`src/rtl/stopwatch_pkg.sv`:
```
// Shared types and constants for the BCD stopwatch: FSM states, digit width
// and the per-position digit moduli (cs units, cs tens, s units, s tens, minutes).
package stopwatch_pkg;

    typedef enum logic [1:0] {
        ST_IDLE    = 2'd0,
        ST_RUNNING = 2'd1,
        ST_STOPPED = 2'd2,
        ST_LAP     = 2'd3
    } sw_state_t;

    localparam int DIGIT_W      = 4;
    localparam int MOD_CS_UNITS = 10;
    localparam int MOD_CS_TENS  = 10;
    localparam int MOD_S_UNITS  = 10;
    localparam int MOD_S_TENS   = 6;
    localparam int MOD_MIN      = 10;

    function automatic int digit_modulus(input int idx);
        case (idx)
            0:       return MOD_CS_UNITS;
            1:       return MOD_CS_TENS;
            2:       return MOD_S_UNITS;
            3:       return MOD_S_TENS;
            default: return MOD_MIN;
        endcase
    endfunction

endpackage

```
`src/rtl/bcd_digit.sv`:
```
// One BCD digit of the stopwatch count. Steps when inc and carry_in are both
// high and wraps to zero past MODULUS-1; digit_nxt exposes the value after this edge.
module bcd_digit
    import stopwatch_pkg::*;
#(
    parameter int MODULUS = 10
)(
    input  logic               clk,
    input  logic               rst_n,
    input  logic               clr,
    input  logic               inc,
    input  logic               carry_in,
    output logic [DIGIT_W-1:0] digit,
    output logic [DIGIT_W-1:0] digit_nxt,
    output logic               carry_out,
    output logic               at_max
);

    if (MODULUS < 2 || MODULUS > 10) begin : g_bad_modulus
        $error("bcd_digit: MODULUS must be in 2..10");
    end

    localparam logic [DIGIT_W-1:0] TOP = DIGIT_W'(MODULUS - 1);

    logic [DIGIT_W-1:0] r_digit;

    assign at_max    = (r_digit == TOP);
    assign carry_out = carry_in & at_max;
    assign digit     = r_digit;

    always_comb begin
        digit_nxt = r_digit;
        if (clr)
            digit_nxt = '0;
        else if (inc && carry_in)
            digit_nxt = at_max ? '0 : r_digit + 1'b1;
    end

    always_ff @(posedge clk or negedge rst_n) begin
        if (!rst_n)
            r_digit <= '0;
        else
            r_digit <= digit_nxt;
    end

endmodule

```
`src/rtl/bcd_stopwatch.sv`:
```
// Centisecond BCD stopwatch with lap-hold display, clear from STOPPED,
// and a sticky overflow flag; counting advances once per PRESCALE clocks.
module bcd_stopwatch
    import stopwatch_pkg::*;
#(
    parameter int PRESCALE   = 10000,
    parameter int MIN_DIGITS = 2,
    parameter int WRAP       = 1
)(
    input  logic                                clk,
    input  logic                                rst_n,
    input  logic                                ena,
    input  logic                                start_stop,
    input  logic                                lap,
    input  logic                                clear,
    output logic [DIGIT_W*(4+MIN_DIGITS)-1:0]   disp_bcd,
    output logic                                running,
    output logic                                lap_active,
    output logic                                overflow,
    output logic                                disp_update
);

    if (PRESCALE < 2) begin : g_bad_prescale
        $error("bcd_stopwatch: PRESCALE must be >= 2");
    end
    if (MIN_DIGITS < 1 || MIN_DIGITS > 3) begin : g_bad_min_digits
        $error("bcd_stopwatch: MIN_DIGITS must be in 1..3");
    end
    if (WRAP != 0 && WRAP != 1) begin : g_bad_wrap
        $error("bcd_stopwatch: WRAP must be 0 or 1");
    end

    localparam int NDIG = 4 + MIN_DIGITS;
    localparam int CW   = DIGIT_W * NDIG;
    localparam int PW   = $clog2(PRESCALE);
    localparam logic [PW-1:0] PRE_TOP = PW'(PRESCALE - 1);

    sw_state_t        r_state;
    logic [PW-1:0]    r_presc;
    logic [CW-1:0]    r_latch;
    logic [CW-1:0]    r_disp;
    logic             r_running;
    logic             r_lap_active;
    logic             r_ovf;
    logic             r_upd;

    logic [CW-1:0]    w_cnt;
    logic [CW-1:0]    w_cnt_nxt;
    logic [CW-1:0]    w_disp_nxt;
    logic [NDIG:0]    w_carry;
    logic [NDIG-1:0]  w_at_max;
    logic             w_ss_ev;
    logic             w_lap_ev;
    logic             w_clr_ev;
    logic             w_lap_enter;
    logic             w_lap_next;
    logic             w_counting;
    logic             w_tick;
    logic             w_inc;
    logic             w_all_max;

    // clear outranks start_stop outranks lap, even when the winner is ignored
    assign w_ss_ev     = ena && !clear && start_stop;
    assign w_lap_ev    = ena && !clear && !start_stop && lap;
    assign w_clr_ev    = ena && clear && (r_state == ST_STOPPED);
    assign w_lap_enter = (r_state == ST_RUNNING) && w_lap_ev;
    assign w_lap_next  = w_lap_enter || ((r_state == ST_LAP) && !w_ss_ev && !w_lap_ev);

    assign w_counting = ena && ((r_state == ST_RUNNING) || (r_state == ST_LAP));
    assign w_tick     = w_counting && (r_presc == PRE_TOP);
    assign w_all_max  = &w_at_max;
    assign w_inc      = w_tick && ((WRAP == 1) || !w_all_max);

    assign w_carry[0] = 1'b1;
    for (genvar i = 0; i < NDIG; i++) begin : g_dig
        bcd_digit #(.MODULUS(digit_modulus(i))) u_dig (
            .clk       (clk),
            .rst_n     (rst_n),
            .clr       (w_clr_ev),
            .inc       (w_inc),
            .carry_in  (w_carry[i]),
            .digit     (w_cnt[i*DIGIT_W +: DIGIT_W]),
            .digit_nxt (w_cnt_nxt[i*DIGIT_W +: DIGIT_W]),
            .carry_out (w_carry[i+1]),
            .at_max    (w_at_max[i])
        );
    end

    // Entering LAP shows the pre-edge count; staying in LAP keeps the latch.
    assign w_disp_nxt = w_lap_next ? ((r_state == ST_LAP) ? r_latch : w_cnt) : w_cnt_nxt;

    always_ff @(posedge clk or negedge rst_n) begin
        if (!rst_n) begin
            r_state      <= ST_IDLE;
            r_running    <= 1'b0;
            r_lap_active <= 1'b0;
        end else if (ena) begin
            case (r_state)
                ST_IDLE: begin
                    if (w_ss_ev) begin
                        r_state   <= ST_RUNNING;
                        r_running <= 1'b1;
                    end
                end
                ST_RUNNING: begin
                    if (w_ss_ev) begin
                        r_state   <= ST_STOPPED;
                        r_running <= 1'b0;
                    end else if (w_lap_ev) begin
                        r_state      <= ST_LAP;
                        r_lap_active <= 1'b1;
                    end
                end
                ST_LAP: begin
                    if (w_ss_ev) begin
                        r_state      <= ST_STOPPED;
                        r_running    <= 1'b0;
                        r_lap_active <= 1'b0;
                    end else if (w_lap_ev) begin
                        r_state      <= ST_RUNNING;
                        r_lap_active <= 1'b0;
                    end
                end
                ST_STOPPED: begin
                    if (w_clr_ev) begin
                        r_state <= ST_IDLE;
                    end else if (w_ss_ev) begin
                        r_state   <= ST_RUNNING;
                        r_running <= 1'b1;
                    end
                end
                default: begin
                    r_state      <= ST_IDLE;
                    r_running    <= 1'b0;
                    r_lap_active <= 1'b0;
                end
            endcase
        end
    end

    always_ff @(posedge clk or negedge rst_n) begin
        if (!rst_n) begin
            r_presc <= '0;
            r_latch <= '0;
            r_disp  <= '0;
            r_ovf   <= 1'b0;
            r_upd   <= 1'b0;
        end else if (ena) begin
            if (w_clr_ev)
                r_presc <= '0;
            else if (w_counting)
                r_presc <= w_tick ? '0 : r_presc + 1'b1;

            // carry out of the top digit means this tick starts at the maximum count
            if (w_clr_ev)
                r_ovf <= 1'b0;
            else if (w_tick && w_carry[NDIG])
                r_ovf <= 1'b1;

            if (w_lap_enter)
                r_latch <= w_cnt;

            r_disp <= w_disp_nxt;
            r_upd  <= (w_disp_nxt != r_disp);
        end
    end

    assign disp_bcd    = r_disp;
    assign running     = r_running;
    assign lap_active  = r_lap_active;
    assign overflow    = r_ovf;
    assign disp_update = r_upd;

endmodule

```
`config.mk`:
```
export PLATFORM = sky130hd
export DESIGN_NAME = bcd_stopwatch
export DESIGN_NICKNAME = d
export VERILOG_FILES = /design/src/rtl/stopwatch_pkg.sv /design/src/rtl/bcd_digit.sv /design/src/rtl/bcd_stopwatch.sv
export SDC_FILE = /design/constraint.sdc
export NUM_CORES = 1
export LEC_CHECK = 0
export ABC_CLOCK_PERIOD_IN_PS = 3400
export BUFFER_PORTS_ARGS = -buffer_cell sky130_fd_sc_hd__buf_2
export CORE_AREA = 4 4 119 121
export DETAILED_ROUTE_END_ITERATION = 8
export DIE_AREA = 0 0 123 125
export GPL_TIMING_DRIVEN = 0
export SLEW_MARGIN = 20
export SYNTH_ARGS = -nofsm -noshare
export SYNTH_HDL_FRONTEND = slang
export SYNTH_SLANG_ARGS = --single-unit
```
`constraint.sdc`:
```
create_clock -name clk -period 3.4 [get_ports clk]
set_input_delay 0.68 -clock clk [delete_from_list [all_inputs] [get_ports clk]]
set_output_delay 0.68 -clock clk [all_outputs]
set_load 0.005 [all_outputs]
```
==> out/metrics.csv, run 1 <==
metric;value;unit
status;finished with violations;
failed_checks;setup timing;
synth-simple-area-share;29.15;%
holdCritPathClass;in2async;
fp-row-count;42;
drive_gt1_share;17.96;%
clock_sink_count;92;
rsz0062_at_grt;yes;
routed_wl;20210;um
synth.avg_cell_area;8.183;sq um
synthMuxAreaShare;4.301;%
leading_cell_type_by_number_of_instances_after_synthesis;nand2_1;
slew_headroom;29.83;%
synth_area_leader_cell;dfrtp_1;
count_of_different_cell_masters_after_synthesis;73;
layout.core_utilization;52.40;%
nets;776;
r2r_end;disp_update$_DFFE_PN0P_;
clk_latency;360;ps
cts.clk_slew.worst_paths;70;ps
post-dp-hpwl;14240;um
grt_antenna_before_repair;0;
setup.worst_path.start_class;flip-flop;
synth_flop_cell;dfrtp_1;
fin_crit_share;101.3;%
grt_start_max_net_pins;56;
main_combinational_cell_family_by_area_after_synthesis;simple AND/OR/NAND/NOR gates;
vias_per_cell;5.980;
data_arrival_critical_path;3720;ps
dr_total_vias;5681;
clk_root_buffer_cell;clkbuf_16;
cts.path.max_buffers;2;
first_global_vias;5473;
floorplan.die.height;125;um
finalMaxSlewViolations;0;
ys_seq_area_share;39.97;%
final_setup_viols;1;
setup.worst_path.class;reg2reg;
setup_ws;-43.16;ps
powerDensity;568.7;nW/um^2
share_of_the_synthesized_area_in_compound_gates_ao_oa_aoi_oai;17.42;%
synth.top_cell.area_share;39.97;%
cts_tree;built;
worst-endpoint-required;3680;ps
io-pin-count;34;
number_of_buffers_inserted_during_clock_tree_synthesis;9;
peakVddDrop;0.3769;mV
hold_violations;0;
synth.top_cells.by_count;122 x nand2_1, 92 x dfrtp_1, 84 x nor2_1, 46 x a21oi_1, 40 x o21ai_0;
tightestPinTransition;1053;ps
drtAntennaViolNets;0;
fp.coreArea;13090;sq um
grtUsageTotal;27.10;%
synth_edf_count;0;
cts_max_level;3;
first_pass_grt_wire_length;31520;um
synthesis.nets;711;
area_growth_syn_to_layout;19.03;%
timing.reg2reg.setup_slack;-40;ps
average_detailed_routed_wire_length_per_instance;21.28;um
timing.rr.start;r_presc[11]$_DFFE_PN0P_;
die_area;15380;sq um
antenna_cells_inserted;0;
drt_pass1_iterations;5;
fin_worst_skew;6.075;ps
setup.worst_path.end_class;flip-flop;
totalPowerFinal;3899;uW
ys_seq_elements;92;
synthesis.instances;704;
netlist_area;5761;sq um
drt_drc_violations_left;0;
chipWidth;123;um
layout_min_cycle_time;3443;ps
maximum_fanout_count_along_the_critical_path;5;
total_cell_area_at_the_placement_stage;6182;sq um
timing.critical_path.cells;or4bb_4, or4_4, or3_4, nor3_4, buf_4, nor3_1, or3_1, o21ai_1, nand2_1, a41oi_2;
total_leakage_power;0.003050;uW
placer_congestion;0.9398;
drt_first_iter_violations;530;
critical-path-slowest-cell;or4_4;
ys_warn_count;0;
cts.hold.buffers_added;0;
portBuffers;32;
asyncSetResetFlopFracSynth;100.0;%
max_cap_violations;0;
initial_core_util;44.02;%
synth_xor_xnor_area_share;4.561;%
stdcell_area;6857;sq um
fmax;290.4;MHz
global_route.overflow_total;0;
timing.reg2reg.worst_path_depth;10;
hold-worst-slack;219.4;ps
cp_slowest_stage_delay;640;ps
arithmetic_cell_share_of_the_synthesized_area_counting_full_adders_half_adders_and_majority_gates;0.2172;%
synth_top_cells_by_area;dfrtp_1 40%, nand2_1 7.9%, nor2_1 5.5%;
## flip-flops by register name (all words and copies together) (netlist names)
register and flops:
disp_bcd 24, g_dig.u_dig.digit 24, r_latch 24, r_presc 14, r_state 2, disp_update 1
lap_active 1, overflow 1, running 1
## placed cells by master (no fill, tap or decap), types with 7 or more instances in the layout
cell and count:
a21oi_1 45, a221oi_1 7, and3_1 7, buf_2 33, buf_4 27, clkbuf_1 26, clkbuf_16 9, dfrtp_1 91
inv_1 18, mux2i_1 14, nand2_1 122, nand2b_1 9, nand3_1 15, nand4_1 12, nor2_1 82, nor2b_1 10
nor3_1 17, o211ai_1 7, o21ai_0 37, o31ai_1 7, or3_1 8, xnor2_1 13, xor2_1 15
## metrics by stage
stage | setup TNS [ps] | cells | setup WS [ps]
after floorplan | 0 | 704 | 36.36
after global placement | -5079 | 912 | -981.9
after detailed placement | -4979 | 913 | -976.2
after CTS | -97.94 | 946 | -97.94
after global routing | -135.2 | 950 | -127.7
final | -43.16 | 950 | -43.16
## worst max path at each step
stage / startpoint / endpoint / cells past startpoint
5_1_grt: r_presc[11]$_DFFE_PN0P_ / disp_update$_DFFE_PN0P_ / 10
6_report: r_presc[11]$_DFFE_PN0P_ / disp_update$_DFFE_PN0P_ / 10
3_3_place_gp: clear / disp_update$_DFFE_PN0P_ / 12
2_1_floorplan: ena / disp_update$_DFFE_PN0P_ / 11
3_5_place_dp: clear / disp_update$_DFFE_PN0P_ / 12
4_1_cts: r_presc[7]$_DFFE_PN0P_ / disp_update$_DFFE_PN0P_ / 10
## critical path: cells and delay by family (launching register included)
kind | cells | cell delay (ps)
flip-flops | 1 | 390
AO/OA/AOI/OAI | 2 | 380
buffers and inverters | 1 | 190
AND/OR/NAND/NOR | 7 | 2400
## layer usage
| metal | up-vias | wire length [um] | track usage (%) |
|---|---|---|---|
| met5 | - | 0 | 0 |
| met3 | 48 | 1392 | 6.820 |
| met1 | 2779 | 8815 | 36.70 |
| met4 | 0 | 752 | 11.99 |
| li1 | 2619 | - | - |
| met2 | 235 | 9251 | 40.95 |
## logic make-up after synthesis
kind of cell             after synthesis
AO/OA/AOI/OAI                        156
XOR/XNOR                              30
adder cells (fa/ha/maj)                1
buffers and inverters                 64
flip-flops                            92
multiplexers                          24
AND/OR/NAND/NOR                      337
## what timing repair did
| action | 4_1_cts | 5_1_grt |
|---|---|---|
| setup buffers | 21 | 8 |
| gates resized for setup | 21 | 22 |
| cloned | 0 | 0 |
| pin swaps | 10 | 17 |
| endpoints found under the setup margin | 13 | 12 |
## power by group
part | internal (uW) | switching (uW)
clock network | 717 | 451
logic | 433 | 833
registers | 1240 | 228
## final cells by class
cell class                 count  area (sq um)
clock inverter                 7         113.9
fill                        1287          6228
tap                          176         220.2
timing repair buffer          61         411.6
multi-input combinational    548          3354
sequential                    92          2303
inverter                      18         67.56
buffer                        39         160.2
clock buffer                   9         225.2
Power figures use the tool's default switching activity.
==> inputs of run 2 (changes only) <==
--- a/config.mk
+++ b/config.mk
@@ -7,10 +7,11 @@
 export LEC_CHECK = 0
 export ABC_CLOCK_PERIOD_IN_PS = 3400
 export BUFFER_PORTS_ARGS = -buffer_cell sky130_fd_sc_hd__buf_2
-export CORE_AREA = 4 4 119 121
+export CORE_AREA = 2 2 117 119
 export DETAILED_ROUTE_END_ITERATION = 8
-export DIE_AREA = 0 0 123 125
+export DIE_AREA = 0 0 119 121
 export GPL_TIMING_DRIVEN = 0
+export PLACE_DENSITY = 0.68
 export SLEW_MARGIN = 20
 export SYNTH_ARGS = -nofsm -noshare
 export SYNTH_HDL_FRONTEND = slang
==> run 2 against run 1 <==
  * The flow still finishes with violations (setup timing)
  * Total power down 4.0%
  * Clock skew increased by 3.6 ps
  * Sequential power about the same
  * Core utilization decreased by 0.34 points
  * Cell count rose by 0.32%
  * Critical path depth did not move
  * Maximum frequency down 1.4%
  * Clock-buffer cell count grew 1
  * Hold slack about the same
  * Critical path type is now in2reg
  * Largest power group unchanged
  * Highest routed layer unchanged
==> out/metrics.csv, run 2 (synthesis gave the netlist of run 1 again) <==
metric;value;unit;change
worst-endpoint-required;3620;ps;-60 ps
nets;779;;+0.39%
maximum_fanout_count_along_the_critical_path;10;;+5
fin_crit_share;102.7;%;+1.4 points
r2r_end;disp_update$_DFFE_PN0P_;;
initial_core_util;44.02;%;unchanged
drt_pass1_iterations;6;;+1
first_global_vias;5551;;+1.4%
drt_first_iter_violations;647;;+22%
setup.worst_path.start_class;input pin;;
grt_antenna_before_repair;0;;unchanged
die_area;14400;sq um;-6.3%
timing.reg2reg.worst_path_depth;10;;unchanged
final_common_cell;nand2_1;;
status;finished with violations;;
grtUsageTotal;27.20;%;+0.099 points
first_pass_grt_wire_length;30160;um;-4.3%
data_arrival_critical_path;3710;ps;about the same
layout.cells.most_common_list;122 x nand2_1, 92 x dfrtp_1, 83 x nor2_1;;
timing.critical_path.to;disp_update$_DFFE_PN0P_;;
setup_ws;-91.03;ps;-47.86 ps
io-pin-count;34;;unchanged
antenna_cells_inserted;0;;unchanged
fmax;286.4;MHz;-1.4%
fp-row-count;42;;unchanged
routed_wl;19300;um;-4.5%
tightestPinTransition;964.9;ps;-87.70 ps
placer_congestion;1.026;;+9.2%
clk_root_buffer_cell;clkbuf_16;;
area_growth_syn_to_layout;18.24;%;
finalMaxSlewViolations;0;;unchanged
powerDensity;549.5;nW/um^2;-3.4%
dr_total_vias;5751;;+1.2%
drtAntennaViolNets;0;;unchanged
layout_min_cycle_time;3491;ps;+47.86 ps
cts_tree;built;;
fin_worst_skew;9.660;ps;+3.585 ps
global_route.overflow_total;0;;unchanged
setup.worst_path.end_class;flip-flop;;
final_setup_viols;1;;unchanged
layout.core_utilization;52.06;%;-0.34 points
floorplan.die.height;121;um;-3.2%
cts_max_level;3;;unchanged
number_of_buffers_inserted_during_clock_tree_synthesis;9;;unchanged
cp-startpoint;ena;;
average_detailed_routed_wire_length_per_instance;20.25;um;-4.8%
cts.hold.buffers_added;0;;unchanged
failed_checks;setup timing;;
clock_sink_count;92;;unchanged
portBuffers;32;;unchanged
hold_violations;0;;unchanged
slew_headroom;35.32;%;+5.5 points
drive_gt1_share;17.12;%;-0.84 points
cts.clk_slew.worst_paths;70;ps;about the same
vias_per_cell;6.035;;+0.91%
total_leakage_power;0.003048;uW;about the same
timing.rr.start;r_presc[12]$_DFFE_PN0P_;;
rsz0062_at_grt;yes;;
holdCritPathClass;in2async;;
fp.coreArea;13090;sq um;unchanged
timing.reg2reg.setup_slack;-90;ps;-50 ps
chipWidth;119;um;-3.3%
tns;-91.03;ps;-47.86 ps
drt_drc_violations_left;0;;unchanged
post-dp-hpwl;13420;um;-5.8%
clk_latency;360;ps;about the same
peakVddDrop;0.2248;mV;-40%
max_cap_violations;0;;unchanged
layout.filler_cells;1184;;-8.0%
place_ws;-765.6;ps;+210.6 ps
grt_start_max_net_pins;58;;+3.6%
cts.path.max_buffers;2;;unchanged
setup.worst_path.class;in2reg;;
## run 2: cell count changes in the layout (fill, tap and decap cells not counted), sizes merged
cell | before | now
clkbuf | 41 | 44
bufinv | 3 | 1
inv | 19 | 18
clkinvlp | 0 | 2
buf | 68 | 69
## run 2: worst min path at each step
stage          cells past startpoint                       to  slack, ps
2_1_floorplan                      0  disp_bcd[0]$_DFFE_PN0P_        380
3_3_place_gp                       2  r_latch[13]$_DFFE_PN0P_        460
3_5_place_dp                       2   r_latch[9]$_DFFE_PN0P_        460
4_1_cts                            1   r_presc[7]$_DFFE_PN0P_        220
5_1_grt                            1   r_presc[2]$_DFFE_PN0P_        240
6_report                           1   r_presc[7]$_DFFE_PN0P_        220
## run 2: through the flow
step / power (uW) / area (sq um) / instances / hold slack [ps]
after global routing: 3917 / 6812 / 953 / 236.4
after detailed placement: 2636 / 6182 / 913 / 463.2
after floorplan: 2174 / 5768 / 704 / 384.4
after global placement: 2610 / 6148 / 912 / 457.5
final: 3743 / 6812 / 953 / 219.5
after CTS: 3682 / 6670 / 945 / 224.3
## run 2: power breakdown
part	internal, uW	switching (uW)	total, uW	leakage, uW
registers	1240	222	1460	0.00122
clock network	589	445	1030	0.000144
logic	441	810	1250	0.00168
total	2270	1480	3740	0.00305
## run 2: critical path, stage by stage
cell	delay [ps]
clkbuf_2	170
clkbuf_1	480
a21oi_1	260
nor2_1	420
clkbuf_2	360
a21oi_1	150
o21ai_0	490
o2111ai_2	260
nor4b_4	310
a41oi_2	140
## run 2: area by class of cell
type	instances	area, sq um	area share (%)
multi-input cells	548	3321	48.75
flip-flops and latches	92	2302	33.80
repair buffers	62	415.4	6.098
clock buffers	10	239.0	3.508
well taps	176	220.2	3.233
plain buffers	41	182.7	2.682
inverters	18	67.56	0.9919
clock inverters	6	63.81	0.9368
## run 2: repair_timing
action | 4_1_cts | 5_1_grt
gates resized for setup | 16 | 14
setup endpoints to repair | 11 | 1
pin swaps | 14 | 17
buffers inserted | 20 | 9
## run 2: per-layer routing
metal  routed length (um)  track usage, %  vias to the layer above
met2                 9033           43.93                      260
met4                  711           12.57                        0
met3                 1613           5.498                       48
met5                    0               0                        -
met1                 7940           35.21                     2820
li1                     -               -                     2623
==> inputs of run 3 (changes only) <==
==> constraint.sdc (replaced) <==
create_clock -name clk -period 3.4 [get_ports clk]
set_input_delay 0.34 -clock clk [delete_from_list [all_inputs] [get_ports clk]]
set_output_delay 0.34 -clock clk [all_outputs]
set_load 0.005 [all_outputs]
==> run 3 against run 2 <==
  * The run still ends with setup timing left
  * Routed wire length up 0.88%
  * Total power up 2.5%
  * Via count up 0.68%
  * Sequential cell count unchanged
==> out/metrics.csv, run 3 (synthesis gave the netlist of run 1 again) <==
metric;value;unit;change
floorplan.die.height;121;um;unchanged
io-pin-count;34;;unchanged
setup_ws;-78.99;ps;+12.03 ps
layout.cells.most_common_list;122 x nand2_1, 91 x dfrtp_1, 83 x nor2_1;;
number_of_buffers_inserted_during_clock_tree_synthesis;9;;unchanged
multi_input_comb_area;3296;sq um;-0.75%
data_arrival_critical_path;3760;ps;+50 ps
cp-startpoint;r_presc[11]$_DFFE_PN0P_;;
tns;-78.99;ps;+12.03 ps
layout_min_cycle_time;3479;ps;-12.03 ps
grt_antenna_before_repair;0;;unchanged
final_setup_viols;1;;unchanged
slew_headroom;35.17;%;-0.15 points
portBuffers;32;;unchanged
first_pass_grt_wire_length;30100;um;-0.21%
drt_first_iter_violations;623;;-3.7%
setup.worst_path.class;reg2reg;;
max_cap_violations;0;;unchanged
maximum_fanout_count_along_the_critical_path;5;;-5
worst-endpoint-required;3680;ps;+60 ps
layout.area.seq;2303;sq um;about the same
timing.rr.start;r_presc[11]$_DFFE_PN0P_;;
die_area;14400;sq um;unchanged
fin_crit_share;102.3;%;-0.35 points
drt_drc_violations_left;0;;unchanged
powerDensity;561.8;nW/um^2;+2.2%
clk_root_buffer_cell;clkbuf_16;;
r2r_end;disp_update$_DFFE_PN0P_;;
finalMaxSlewViolations;0;;unchanged
timing.reg2reg.worst_path_depth;11;;+1
holdCritPathClass;in2reg;;
chipWidth;119;um;unchanged
status;finished with violations;;
vias_per_cell;6.069;;+0.57%
global_route.overflow_total;0;;unchanged
fp.coreArea;13090;sq um;unchanged
area_growth_syn_to_layout;18.59;%;
cts_max_level;3;;unchanged
stdcell_area;6832;sq um;+0.29%
antenna_cells_inserted;0;;unchanged
average_detailed_routed_wire_length_per_instance;20.41;um;+0.77%
clock_sink_count;92;;unchanged
drt_pass1_iterations;6;;unchanged
placer_congestion;0.9907;;-3.5%
setup.worst_path.start_class;flip-flop;;
drtAntennaViolNets;0;;unchanged
cts.path.max_buffers;2;;unchanged
clk_latency;360;ps;about the same
timing.reg2reg.setup_slack;-80;ps;about the same
cts_tree;built;;
rsz0062_at_grt;yes;;
post-dp-hpwl;13520;um;+0.76%
initial_core_util;44.02;%;unchanged
setup.worst_path.end_class;flip-flop;;
final_common_cell;nand2_1;;
layout.filler_cells;1212;;+2.4%
place_ws;-861.7;ps;-96.10 ps
nets;780;;+0.13%
fin_worst_skew;9.734;ps;+0.07333 ps
tightestPinTransition;972.4;ps;+7.503 ps
total_cell_area_at_the_placement_stage;6175;sq um;-0.12%
cts.clk_slew.worst_paths;70;ps;about the same
fp-row-count;42;;unchanged
routed_wl;19470;um;+0.88%
grt_start_max_net_pins;70;;+21%
total_leakage_power;0.003058;uW;+0.33%
hold_violations;0;;unchanged
timing.critical_path.to;disp_update$_DFFE_PN0P_;;
drive_gt1_share;17.10;%;-0.022 points
first_global_vias;5469;;-1.5%
fmax;287.4;MHz;+0.35%
grtUsageTotal;27.53;%;+0.33 points
dr_total_vias;5790;;+0.68%
failed_checks;setup timing;;
peakVddDrop;0.2915;mV;+30%
==> run 3: cell count changes in the layout (fill, tap and decap cells not counted), sizes merged <==
| cell | before | now |
|---|---|---|
| buf | 69 | 70 |
| clkbuf | 44 | 47 |
| clkinv | 3 | 1 |
| clkinvlp | 2 | 0 |
| dlygate4sd3 | 0 | 1 |
==> run 3: power breakdown <==
group          leakage, uW  internal, uW  switching, uW
logic              0.00167           447            827
clock network     0.000165           672            435
registers          0.00122          1240            218
total              0.00306          2360           1480
==> run 3: layer usage <==
metal	vias up	track usage, %	share of wire [%]
li1	2622	-	-
met1	2825	37.48	43
met2	280	42.10	45
met3	63	5.216	7.5
met4	0	13.69	4.5
met5	-	0	0
==> run 3: critical path: stages, from the launching register on <==
cell and delay (ps):
dfrtp_1 390, or4bb_4 550, or4_4 620, or3_4 460
nor3_4 230, buf_6 140, buf_6 90, nor3_2 30
or3_4 430, o21ai_2 180, nand2_1 80, a41oi_2 200
==> run 3: area by class of cell <==
cell class / count / area share, %
Buffer: 39 / 2.344
Timing Repair Buffer: 65 / 6.612
Multi-Input combinational cell: 548 / 48.24
Sequential cell: 92 / 33.72
Tap cell: 176 / 3.223
Clock buffer: 14 / 4.304
Clock inverter: 2 / 0.5678
Inverter: 18 / 0.9890
==> run 3: metrics by stage <==
step | utilization (%) | hold slack, ps | total power, uW | cells
floorplan | - | 44.41 | 2172 | 704
global placement | 46.93 | 455.4 | 2619 | 912
detailed placement | 47.19 | 210.4 | 2647 | 913
CTS | 51.10 | 379.7 | 3759 | 945
global route | 52.21 | 395.3 | 3999 | 954
finish | 52.21 | 375.1 | 3838 | 954
==> run 3: how the worst min path moves through the flow <==
stage | slack, ps | start | endpoint | depth (start not counted)
finish | 380 | start_stop | r_state[0]$_DFFE_PN0P_ | 3
global placement | 460 | r_latch[22]$_DFFE_PN0P_ | r_latch[22]$_DFFE_PN0P_ | 2
floorplan | 40 | rst_n | disp_bcd[0]$_DFFE_PN0P_ | 0
global route | 400 | start_stop | r_state[0]$_DFFE_PN0P_ | 3
CTS | 380 | start_stop | r_state[0]$_DFFE_PN0P_ | 3
detailed placement | 210 | rst_n | r_presc[0]$_DFFE_PN0P_ | 1
==> run 3: what timing repair did <==
action                                  4_1_cts  5_1_grt
hold buffers                                  1        0
setup buffers                                20       11
pin swaps                                    11       16
cloned                                        0        0
resized for setup                            11       23
endpoints found under the hold margin        23        0
endpoints found under the setup margin       11        1
